## src/rtl/stw_test_sequencer_if.sv

```systemverilog
// stw_test_sequencer_if: broadcast test bus between the STW sequencer and its PEs
interface stw_test_sequencer_if #(
  parameter int WORD_SIZE = 16,
  parameter int NUM_PE = 4
);
  logic stw_test_load_en;
  logic stw_start;
  logic [WORD_SIZE-1:0] stw_mult_op1;
  logic [WORD_SIZE-1:0] stw_mult_op2;
  logic [WORD_SIZE-1:0] stw_add_op;
  logic [WORD_SIZE-1:0] stw_expected;
  logic [NUM_PE-1:0] stw_complete;
  logic [NUM_PE-1:0] stw_result;
  modport master (
    output stw_test_load_en, stw_start, stw_mult_op1, stw_mult_op2, stw_add_op, stw_expected,
    input  stw_complete, stw_result
  );
  modport slave (
    input  stw_test_load_en, stw_start, stw_mult_op1, stw_mult_op2, stw_add_op, stw_expected,
    output stw_complete, stw_result
  );
endinterface

```

## src/rtl/stw_test_sequencer.sv

```systemverilog
// stw_test_sequencer: broadcasts four self-test vectors to the PEs and keeps a sticky fault map
module stw_test_sequencer #(
  parameter int WORD_SIZE = 16,
  parameter int NUM_PE = 4,
  parameter int TIMEOUT = 16
) (
  input  logic clk,
  input  logic rst,
  input  logic test_req,
  output logic test_busy,
  output logic test_done,
  output logic [NUM_PE-1:0] fault_map,
  output logic any_fault,
  stw_test_sequencer_if.master stw
);
  localparam int CW = $clog2(TIMEOUT);
  localparam logic [2*WORD_SIZE-1:0] ALT = {WORD_SIZE{2'b01}};
  typedef enum logic [2:0] {IDLE, LOAD, START, WAIT, CHECK, DONE} state_t;
  state_t state_q, state_d;
  logic [1:0] idx_q, idx_d;
  logic [CW-1:0] cnt_q, cnt_d;
  logic [NUM_PE-1:0] seen_q, seen_d, fault_q, fault_d;
  logic [WORD_SIZE-1:0] op1_q, op1_d, op2_q, op2_d, add_q, add_d, exp_q, exp_d;
  logic [WORD_SIZE-1:0] v_op1, v_op2, v_add;
  always_comb begin
    state_d = state_q;
    idx_d = idx_q;
    cnt_d = cnt_q;
    seen_d = seen_q;
    fault_d = fault_q;
    case (state_q)
      IDLE: if (test_req) begin
        state_d = LOAD;
        fault_d = '0;
        idx_d = '0;
      end
      LOAD: state_d = START;
      START: begin
        state_d = WAIT;
        seen_d = '0;
        cnt_d = '0;
      end
      WAIT: begin
        seen_d = seen_q | ~stw.stw_complete;
        cnt_d = cnt_q + CW'(1);
        // seen_q guards against the stale complete=1 left over from the previous vector
        if (&(seen_q & stw.stw_complete) || cnt_q == CW'(TIMEOUT - 1)) state_d = CHECK;
      end
      CHECK: begin
        fault_d = fault_q | ~(seen_q & stw.stw_complete) | ~stw.stw_result;
        state_d = idx_q == 2'd3 ? DONE : LOAD;
        idx_d = idx_q == 2'd3 ? idx_q : idx_q + 2'd1;
      end
      DONE: state_d = IDLE;
      default: state_d = IDLE;
    endcase
  end
  always_comb begin
    v_op1 = idx_d == 2'd0 ? '0 : idx_d == 2'd1 ? '1 : idx_d == 2'd2 ? ALT[WORD_SIZE-1:0] : WORD_SIZE'(1);
    v_op2 = idx_d == 2'd0 ? '0 : WORD_SIZE'(1);
    v_add = idx_d == 2'd2 ? ~ALT[WORD_SIZE-1:0] : idx_d == 2'd3 ? '1 : '0;
    op1_d = state_d == LOAD ? v_op1 : op1_q;
    op2_d = state_d == LOAD ? v_op2 : op2_q;
    add_d = state_d == LOAD ? v_add : add_q;
    exp_d = state_d == LOAD ? v_op1 * v_op2 + v_add : exp_q;
  end
  always_ff @(posedge clk or posedge rst) begin
    if (rst) begin
      state_q <= IDLE;
      idx_q <= '0;
      cnt_q <= '0;
      seen_q <= '0;
      fault_q <= '0;
      op1_q <= '0;
      op2_q <= '0;
      add_q <= '0;
      exp_q <= '0;
    end else begin
      state_q <= state_d;
      idx_q <= idx_d;
      cnt_q <= cnt_d;
      seen_q <= seen_d;
      fault_q <= fault_d;
      op1_q <= op1_d;
      op2_q <= op2_d;
      add_q <= add_d;
      exp_q <= exp_d;
    end
  end
  assign test_busy = state_q != IDLE;
  assign test_done = state_q == DONE;
  assign fault_map = fault_q;
  assign any_fault = |fault_q;
  assign stw.stw_test_load_en = state_q == LOAD;
  assign stw.stw_start = state_q == START;
  assign stw.stw_mult_op1 = op1_q;
  assign stw.stw_mult_op2 = op2_q;
  assign stw.stw_add_op = add_q;
  assign stw.stw_expected = exp_q;
endmodule

```

## src/flat_wrapper.sv

```systemverilog
// flat-port wrapper written by rule: the top's interface ports become plain ports
module stw_test_sequencer_flat 
#(
  parameter int WORD_SIZE = 16,
  parameter int NUM_PE = 4,
  parameter int TIMEOUT = 16
)
  (clk, rst, test_req, test_busy, test_done, fault_map, any_fault, stw_stw_test_load_en, stw_stw_start, stw_stw_mult_op1, stw_stw_mult_op2, stw_stw_add_op, stw_stw_expected, stw_stw_complete, stw_stw_result);
  stw_test_sequencer_if #(.WORD_SIZE(WORD_SIZE), .NUM_PE(NUM_PE)) stw_i ();
  input  logic clk;
  input  logic rst;
  input  logic test_req;
  output logic test_busy;
  output logic test_done;
  output logic [NUM_PE-1:0] fault_map;
  output logic any_fault;
  output wire logic [$bits(stw_i.stw_test_load_en)-1:0] stw_stw_test_load_en;
  output wire logic [$bits(stw_i.stw_start)-1:0] stw_stw_start;
  output wire logic [$bits(stw_i.stw_mult_op1)-1:0] stw_stw_mult_op1;
  output wire logic [$bits(stw_i.stw_mult_op2)-1:0] stw_stw_mult_op2;
  output wire logic [$bits(stw_i.stw_add_op)-1:0] stw_stw_add_op;
  output wire logic [$bits(stw_i.stw_expected)-1:0] stw_stw_expected;
  input wire logic [$bits(stw_i.stw_complete)-1:0] stw_stw_complete;
  input wire logic [$bits(stw_i.stw_result)-1:0] stw_stw_result;
  assign stw_stw_test_load_en = stw_i.stw_test_load_en;
  assign stw_stw_start = stw_i.stw_start;
  assign stw_stw_mult_op1 = stw_i.stw_mult_op1;
  assign stw_stw_mult_op2 = stw_i.stw_mult_op2;
  assign stw_stw_add_op = stw_i.stw_add_op;
  assign stw_stw_expected = stw_i.stw_expected;
  assign stw_i.stw_complete = stw_stw_complete;
  assign stw_i.stw_result = stw_stw_result;
  stw_test_sequencer #(.WORD_SIZE(WORD_SIZE), .NUM_PE(NUM_PE), .TIMEOUT(TIMEOUT)) u_core (.clk(clk), .rst(rst), .test_req(test_req), .test_busy(test_busy), .test_done(test_done), .fault_map(fault_map), .any_fault(any_fault), .stw(stw_i));
endmodule
```

## config.mk

```make
export PLATFORM = sky130hd
export DESIGN_NAME = stw_test_sequencer_flat
export DESIGN_NICKNAME = d
export VERILOG_FILES = /design/src/rtl/stw_test_sequencer_if.sv /design/src/rtl/stw_test_sequencer.sv /design/src/flat_wrapper.sv
export SDC_FILE = /design/constraint.sdc
export NUM_CORES = 1
export LEC_CHECK = 0
export ABC_CLOCK_PERIOD_IN_PS = 1780
export CORE_AREA = 5 5 72 74
export CTS_BUF_LIST = sky130_fd_sc_hd__clkbuf_2 sky130_fd_sc_hd__clkbuf_4 sky130_fd_sc_hd__clkbuf_8
export CTS_CLUSTER_SIZE = 10
export DETAILED_ROUTE_END_ITERATION = 7
export DIE_AREA = 0 0 77 79
export MAX_ROUTING_LAYER = met4
export PLACE_DENSITY = 0.82
export SLEW_MARGIN = 25
export SYNTH_ARGS = -nofsm -noshare
export SYNTH_HDL_FRONTEND = slang
export SYNTH_SLANG_ARGS = --single-unit
export TNS_END_PERCENT = 10
```

## constraint.sdc

```tcl
create_clock -name clk -period 1.78 [get_ports clk]
set_input_delay 0.178 -clock clk [delete_from_list [all_inputs] [get_ports clk]]
set_output_delay 0.178 -clock clk [all_outputs]
set_load 0.005 [all_outputs]
```

Word level (Yosys, flattened, before mapping):

Index checks and enable logic that the tools add are counted.

* reductions and logical operators: 9
* divide/modulo/power cells: 0
* mux-type cells: 17
* add/sub/neg operators: 3
* eq/ne operators: 12
* multipliers: 1
* $lt $le $gt $ge: 0
* bitwise gates (word level): 7
* shifts and indexed selects: 0

Operators by type and width (number)
* 2-to-1 mux 16 bit: 4
* case mux 4 bit (2 select lines): 3
* adder 16 bit: 1
* multiplier 16 x 16 -> 16 bit: 1
* 2-to-1 mux 15 bit: 1
* case mux 3 bit (5 select lines): 1
* inverter 4 bit: 3
* bitwise OR 4 bit: 3
* 2-to-1 mux 3 bit: 3
* == test 2 bit (second input constant): 3
* == test 3 x 1 -> 1 bit (second input constant): 2
* == test 3 x 2 -> 1 bit (second input constant): 2
* == test 3 bit (second input constant): 2
* adder 4 x 1 -> 4 bit (second input constant): 1
* AND 4 bit: 1
* == test 4 bit (second input constant): 1
* 2-to-1 mux 2 bit: 2
* 2-to-1 mux 4 bit: 1
* case mux 2 bit (2 select lines): 1
* AND reduction 4 bit: 1
* nonzero test 2 bit: 2
* OR reduction 4 bit: 1
* logical NOT 3 bit: 1
* nonzero test 3 bit: 1
* 7 further kinds: 7

* bits in registers: 81
* logic and storage cells: 58
* memories kept: 0
* output and inout port bits: 73
* ROM bits: 0
* bits in latches: 0
* memory bits (writable): 0

Longest topological paths before layout:

* word-level depth: 9
* gate-level depth with buffers: 7

Worst setup path before layout:

Ideal clock, no wire load.

* path type: register to register
* from: reg u_core.state_q[1]
* to: reg u_core.exp_q[11], in the netlist u_core.stw.stw_expected[11]
* period minus slack after synthesis: 1943 ps
* data required time: 1655 ps
* setup slack: -163 ps
* data arrival time: 1818 ps
* path buffers: 1
* cell stages (with the launch flop): 7
* cells stage by stage: dfrtp_1 > clkbuf_1 > nor4b_2 > a211o_1 > nand2_1 > ha_1 > mux2_4

* cells in the longest elaborated chain, start to end: 8
* elaborated cells between the ends (all ways): 22
* those cells by class: 1 x add/sub; 1 x mul; 8 x eq/ne; 10 x mux; 2 x reduce/logical

RTL lines
* start: declaration: RTL line stw_test_sequencer.sv:19 `state_t state_q, state_d;`
* start signal: assignment: RTL line stw_test_sequencer.sv:79 `state_q <= state_d;`
* == test 3 bit or logical NOT 3 bit (tied branches): RTL line stw_test_sequencer.sv:31 `case (state_q)`
* case mux 2 bit (2 select lines) (*): RTL line stw_test_sequencer.sv:31
* via u_core.idx_d[0]: RTL line stw_test_sequencer.sv:20 `logic [1:0] idx_q, idx_d;`
* == test 2 bit: RTL line stw_test_sequencer.sv:59 `v_op1 = idx_d == 2'd0 ? '0 : idx_d == 2'd1 ? '1 : idx_d == 2'd2 ? ALT[WORD_SIZE-1:0] : WORD_SIZE'(1);`
* 2-to-1 mux 15 bit: RTL line stw_test_sequencer.sv:59
* 2-to-1 mux 16 bit: RTL line stw_test_sequencer.sv:59
* 2-to-1 mux 16 bit (*): RTL line stw_test_sequencer.sv:59
* via u_core.v_op1[10]: RTL line stw_test_sequencer.sv:24 `logic [WORD_SIZE-1:0] v_op1, v_op2, v_add;`
* multiplier 16 x 16 -> 16 bit (*): RTL line stw_test_sequencer.sv:65 `exp_d = state_d == LOAD ? v_op1 * v_op2 + v_add : exp_q;`
* adder 16 bit (*): RTL line stw_test_sequencer.sv:65
* end signal: assignment: RTL line stw_test_sequencer.sv:87 `exp_q <= exp_d;`
* end: declaration: RTL line stw_test_sequencer.sv:23 `logic [WORD_SIZE-1:0] op1_q, op1_d, op2_q, op2_d, add_q, add_d, exp_q, exp_d;`

Mark *: on every way through the listed nets, which the timed path passes. The rest lies on a longest branch.
A chain may end at the register's enable or synchronous reset.

Worst setup path after layout:

* from: reg u_core.state_q[0]
* to: reg u_core.op1_q[13], in the netlist u_core.stw.stw_mult_op1[13]

* cells in the longest elaborated chain, start to end: 5
* elaborated cells between the ends (all ways): 14
* those cells by class: 6 x eq/ne; 6 x mux; 2 x reduce/logical

RTL lines
* == test 3 bit or logical NOT 3 bit (tied branches): RTL line stw_test_sequencer.sv:31
* case mux 2 bit (2 select lines): RTL line stw_test_sequencer.sv:31
* == test 2 x 1 -> 1 bit: RTL line stw_test_sequencer.sv:59
* 2-to-1 mux 16 bit (2 in a row): RTL line stw_test_sequencer.sv:59
* end signal: assignment: RTL line stw_test_sequencer.sv:84 `op1_q <= op1_d;`
* end: declaration: RTL line stw_test_sequencer.sv:23

Parallel ways exist; a longest one is shown, timed or not.

==> impl_table.tex <==
\begin{tabular}{lr}
\hline
Metric & Value \\
\hline
\multicolumn{2}{l}{\textbf{Run status}} \\
\quad Violations in the final reports & negative setup slack \\
\quad Result of the run & complete, but fails checks \\
\multicolumn{2}{l}{\textbf{Drt}} \\
\quad Post-DR vias/cell & 4.508 \\
\quad Starting DRT DRC Count & 44 \\
\quad Average routed wire per standard cell & 12.10 µm \\
\quad TritonRoute pass-1 iters & 4 \\
\quad Total wire length & 3098 µm \\
\quad Total via count after detailed routing & 1154 \\
\quad Drc violations & 0 \\
\quad Post-route antenna net violation count & 0 \\
\multicolumn{2}{l}{\textbf{Placement}} \\
\quad Placed cell count & 247 \\
\quad Port-buffer cells & 68 \\
\quad Final weighted congestion in routability-driven placement & 0.7672 \\
\quad Final HPWL DP & 2404 µm \\
\multicolumn{2}{l}{\textbf{Global routing}} \\
\quad Number of antenna violations at the first check in global routing & 0 \\
\quad Vias in the first global route & 1036 \\
\quad Largest net degree at the start of global routing & 25 \\
\quad Grt total ovfl & 0 \\
\quad Wire length of the first global-routing pass & 4816 µm \\
\quad All-layer global routing usage & 9.734\% \\
\multicolumn{2}{l}{\textbf{STA}} \\
\quad Clock Skews & 0.005751 ns \\
\quad Final setup violation count & 2 \\
\quad Number of pins with negative max-slew slack in the final report & 0 \\
\quad Minimum period implied by the final worst setup slack & 1.808 ns \\
\quad Setup repair after global routing missed its margin & true \\
\quad Fin crit share & 101.6\% \\
\quad Setup WS post-layout & -0.02781 ns \\
\quad Number of hold violations in the final report & 0 \\
\quad FMAX & 553.2 MHz \\
\multicolumn{2}{l}{\textbf{Finish}} \\
\quad Ratio of cells with drive above 1 in the final layout & 16.83\% \\
\quad Count of placed standard cells in the final layout, fillers left out & 256 \\
\quad Number of antenna repair diodes & 0 \\
\quad Area Growth Syn to Fin & 33.31\% \\
\quad Number of nets in the final layout & 219 \\
\multicolumn{2}{l}{\textbf{Synth}} \\
\quad Post-synthesis compound-gate area fraction & 8.606\% \\
\quad Share of synthesized area occupied by flip-flops and latches & 35.06\% \\
\quad Main combinational cell family by area after synthesis & buffers and inverters \\
\quad Distinct cell type count after synthesis & 35 \\
\quad Post-synthesis register bit count & 22 \\
\quad Post-synthesis instance area & 1570 µm² \\
\quad Post-synthesis mux area share & 4.143\% \\
\quad Post-synthesis share of cell area spent on and, or, nand and nor gates & 15.94\% \\
\quad Synth Area in Adders & 3.984\% \\
\quad Post-Syn Area per Cell & 9.291 µm² \\
\quad Yosys warning count & 0 \\
\quad Gate count after technology mapping & 169 \\
\quad Xor and xnor fraction of the mapped netlist area & 0\% \\
\multicolumn{2}{l}{\textbf{Worst setup path}} \\
\quad Reg2Reg Capture Point & u\_core.stw.stw\_mult\_op1[13] \\
\quad Reg-to-reg setup timing slack & -0.03 ns \\
\quad Critical path class & flop to flop \\
\quad Nature of the critical path endpoint & flop \\
\quad Data required time of the critical path & 1.93 ns \\
\quad Critical-path maximum fanout & 5 \\
\quad Worst setup path start & u\_core.state\_q[0] \\
\quad Reg-to-Reg Start & u\_core.state\_q[0] \\
\quad Kind of launch point of the worst setup path & flop \\
\quad Worst path arrival time & 1.96 ns \\
\quad Worst reg2reg path depth & 6 \\
\multicolumn{2}{l}{\textbf{Power and ir drop}} \\
\quad Tot Pwr & 0.003263 W \\
\quad Sequential fraction of design power & 29.0\% \\
\quad Internal power of the cells & 0.002181 W \\
\quad Gate power share & 60.0\% \\
\quad Portion of total power attributed to the clock network & 11.0\% \\
\quad P\_sw & 0.001083 W \\
\quad Worst supply voltage drop on vdd & 0.6080 mV \\
\quad LEAKAGE & 0.9769 nW \\
\quad Power density over cell area & 1559 nW/µm² \\
\quad Switching Share & 33.17\% \\
\multicolumn{2}{l}{\textbf{CTS}} \\
\quad Clock tree buffer depth & 2 \\
\quad Master cell of the clock root buffer & sky130\_fd\_sc\_hd\_\_clkbuf\_8 \\
\quad Number of sinks driven by the clock tree & 22 \\
\quad Number of H-tree branching levels & 1 \\
\quad Worst-skew pair later-pin latency & 0.26 ns \\
\quad Clock-pin slew reported for the worst setup and hold paths after clock tree synthesis & 0.08 ns \\
\quad Number of buffers created by CTS & 3 \\
\quad TritonCTS clock tree & built \\
\quad Cts hold-fix bufs & 0 \\
\multicolumn{2}{l}{\textbf{Flow run}} \\
\quad Max\_cap viols & 0 \\
\multicolumn{2}{l}{\textbf{Floorplanning}} \\
\quad Effective utilization at floorplan & 34.62\% \\
\quad Core Region & 4536 µm² \\
\quad Chip Width & 77 µm \\
\quad Die footprint & 6083 µm² \\
\quad Total I/O pin count & 84 \\
\quad Vertical extent of the die & 79 µm \\
\quad Num rows & 25 \\
\multicolumn{2}{l}{\textbf{Hold path}} \\
\quad Tightest Hold Check Type & primary input to async pin \\
\hline
\end{tabular}
flip-flops by register name, summed over array words and instances (netlist names):
| name | cells |
|---|---|
| u_core.stw.stw_expected | 1 |
| u_core.state_q | 3 |
| u_core.idx_q | 2 |
| u_core.seen_q | 4 |
| u_core.fault_map | 4 |
| u_core.cnt_q | 4 |
| u_core.stw.stw_mult_op1 | 2 |
| u_core.stw.stw_add_op | 2 |
worst max-delay path, stage by stage, from the launching register on:
cell and delay [ns]:
sky130_fd_sc_hd__dfrtp_2 0.45, sky130_fd_sc_hd__buf_4 0.15, sky130_fd_sc_hd__nor3b_4 0.29, sky130_fd_sc_hd__a21oi_2 0.12, sky130_fd_sc_hd__or2_4 0.25, sky130_fd_sc_hd__ha_1 0.18, sky130_fd_sc_hd__mux2_4 0.26
synthesized netlist by cell type (all sizes together):
cell	count	area share, %
o22a	4	2.2
inv	5	1.2
o21a	1	0.48
dfrtp	22	35
nand4	2	0.80
or4	2	1.2
ha	5	4.0
o21ai	4	1.3
a31oi	1	0.40
nand2b	2	0.80
and3	1	0.72
mux2	3	2.9
nor3b	2	1.3
a211o	1	0.56
a21oi	5	1.6
clkbuf	4	0.96
mux2i	2	1.3
o22ai	1	0.40
conb	1	0.24
nor4b	1	0.96
or2	2	0.80
and3b	1	0.56
o311ai	1	0.56
nor2b	2	0.80
nand3	9	2.9
a21boi	1	0.48
nor2	13	3.1
a32o	1	0.64
nand2	7	1.7
buf	62	30
or3	1	0.40
how the worst max path moves through the flow:
stage,endpoint
floorplan,u_core.stw.stw_expected[11]
global placement,u_core.stw.stw_expected[11]
detailed placement,u_core.stw.stw_expected[11]
CTS,u_core.stw.stw_expected[11]
global route,u_core.stw.stw_expected[11]
finish,u_core.stw.stw_mult_op1[13]
cell usage in the layout, fill, tap and decap left out, types with 5 or more instances in the layout:
cell type,Yosys,final
sky130_fd_sc_hd__nand2_1,7,6
sky130_fd_sc_hd__clkdlybuf4s50_1,0,64
sky130_fd_sc_hd__buf_4,59,11
sky130_fd_sc_hd__inv_1,5,5
sky130_fd_sc_hd__conb_1,1,15
sky130_fd_sc_hd__nor2_1,13,12
sky130_fd_sc_hd__dfrtp_1,22,18
sky130_fd_sc_hd__nand3_1,9,9
what timing repair did:
item	4_1_cts	5_1_grt
endpoints found under the setup margin	29	29
endpoints found under the hold margin	0	0
setup buffers	2	3
resized for setup	8	8
pin swaps	1	5
cells by family after synthesis:
kind of cell | count (synthesis)
muxes | 5
other | 1
AOI/OAI and AO/OA | 20
buffers and inverters | 71
adders and majority gates | 5
and+or+nand+nor | 45
DFF | 22
metrics by stage:
step / hold slack, ns / util (%) / worst slack (ns) / setup TNS [ns] / area, µm²
2_1_floorplan: 0.1672 / - / 0.002439 / 0 / 1649
3_3_place_gp: 0.4883 / 43.31 / -0.04500 / -0.04500 / 1964
3_5_place_dp: 0.4992 / 43.31 / -0.1532 / -0.4832 / 1964
4_1_cts: 0.2622 / 45.02 / -0.03680 / -0.6264 / 2042
5_1_grt: 0.2957 / 46.15 / -0.1001 / -0.3322 / 2093
6_report: 0.2407 / 46.15 / -0.02781 / -0.05421 / 2093
layer usage:
| layer | share of wire (%) | wire, µm | global-route usage (%) | vias to the layer above |
|---|---|---|---|---|
| li1 | - | - | - | 549 |
| met3 | 14 | 443 | 4.195 | 2 |
| met1 | 42 | 1294 | 11.16 | 537 |
| met5 | 0 | 0 | - | - |
| met2 | 44 | 1350 | 15.79 | 66 |
| met4 | 0.32 | 10 | 2.405 | 0 |
layout make-up:
| class | instances | area, µm² |
|---|---|---|
| clock buffers | 4 | 55.05 |
| flip-flops and latches | 22 | 555.5 |
| inverters | 5 | 18.77 |
| repair buffers | 81 | 788.3 |
| fillers | 432 | 2442 |
| multi-input cells | 90 | 608.1 |
| well taps | 54 | 67.56 |
power groups by stage:
stage                     combinational, W  clock, W  sequential (W)
after floorplan                    0.00134         0        0.000906
final                              0.00196  0.000360        0.000947
after global routing               0.00213  0.000397        0.000996
after detailed placement           0.00188         0        0.000964
after global placement             0.00183         0        0.000952
after CTS                          0.00192  0.000369        0.000945
(Power assumes the default switching activity.)
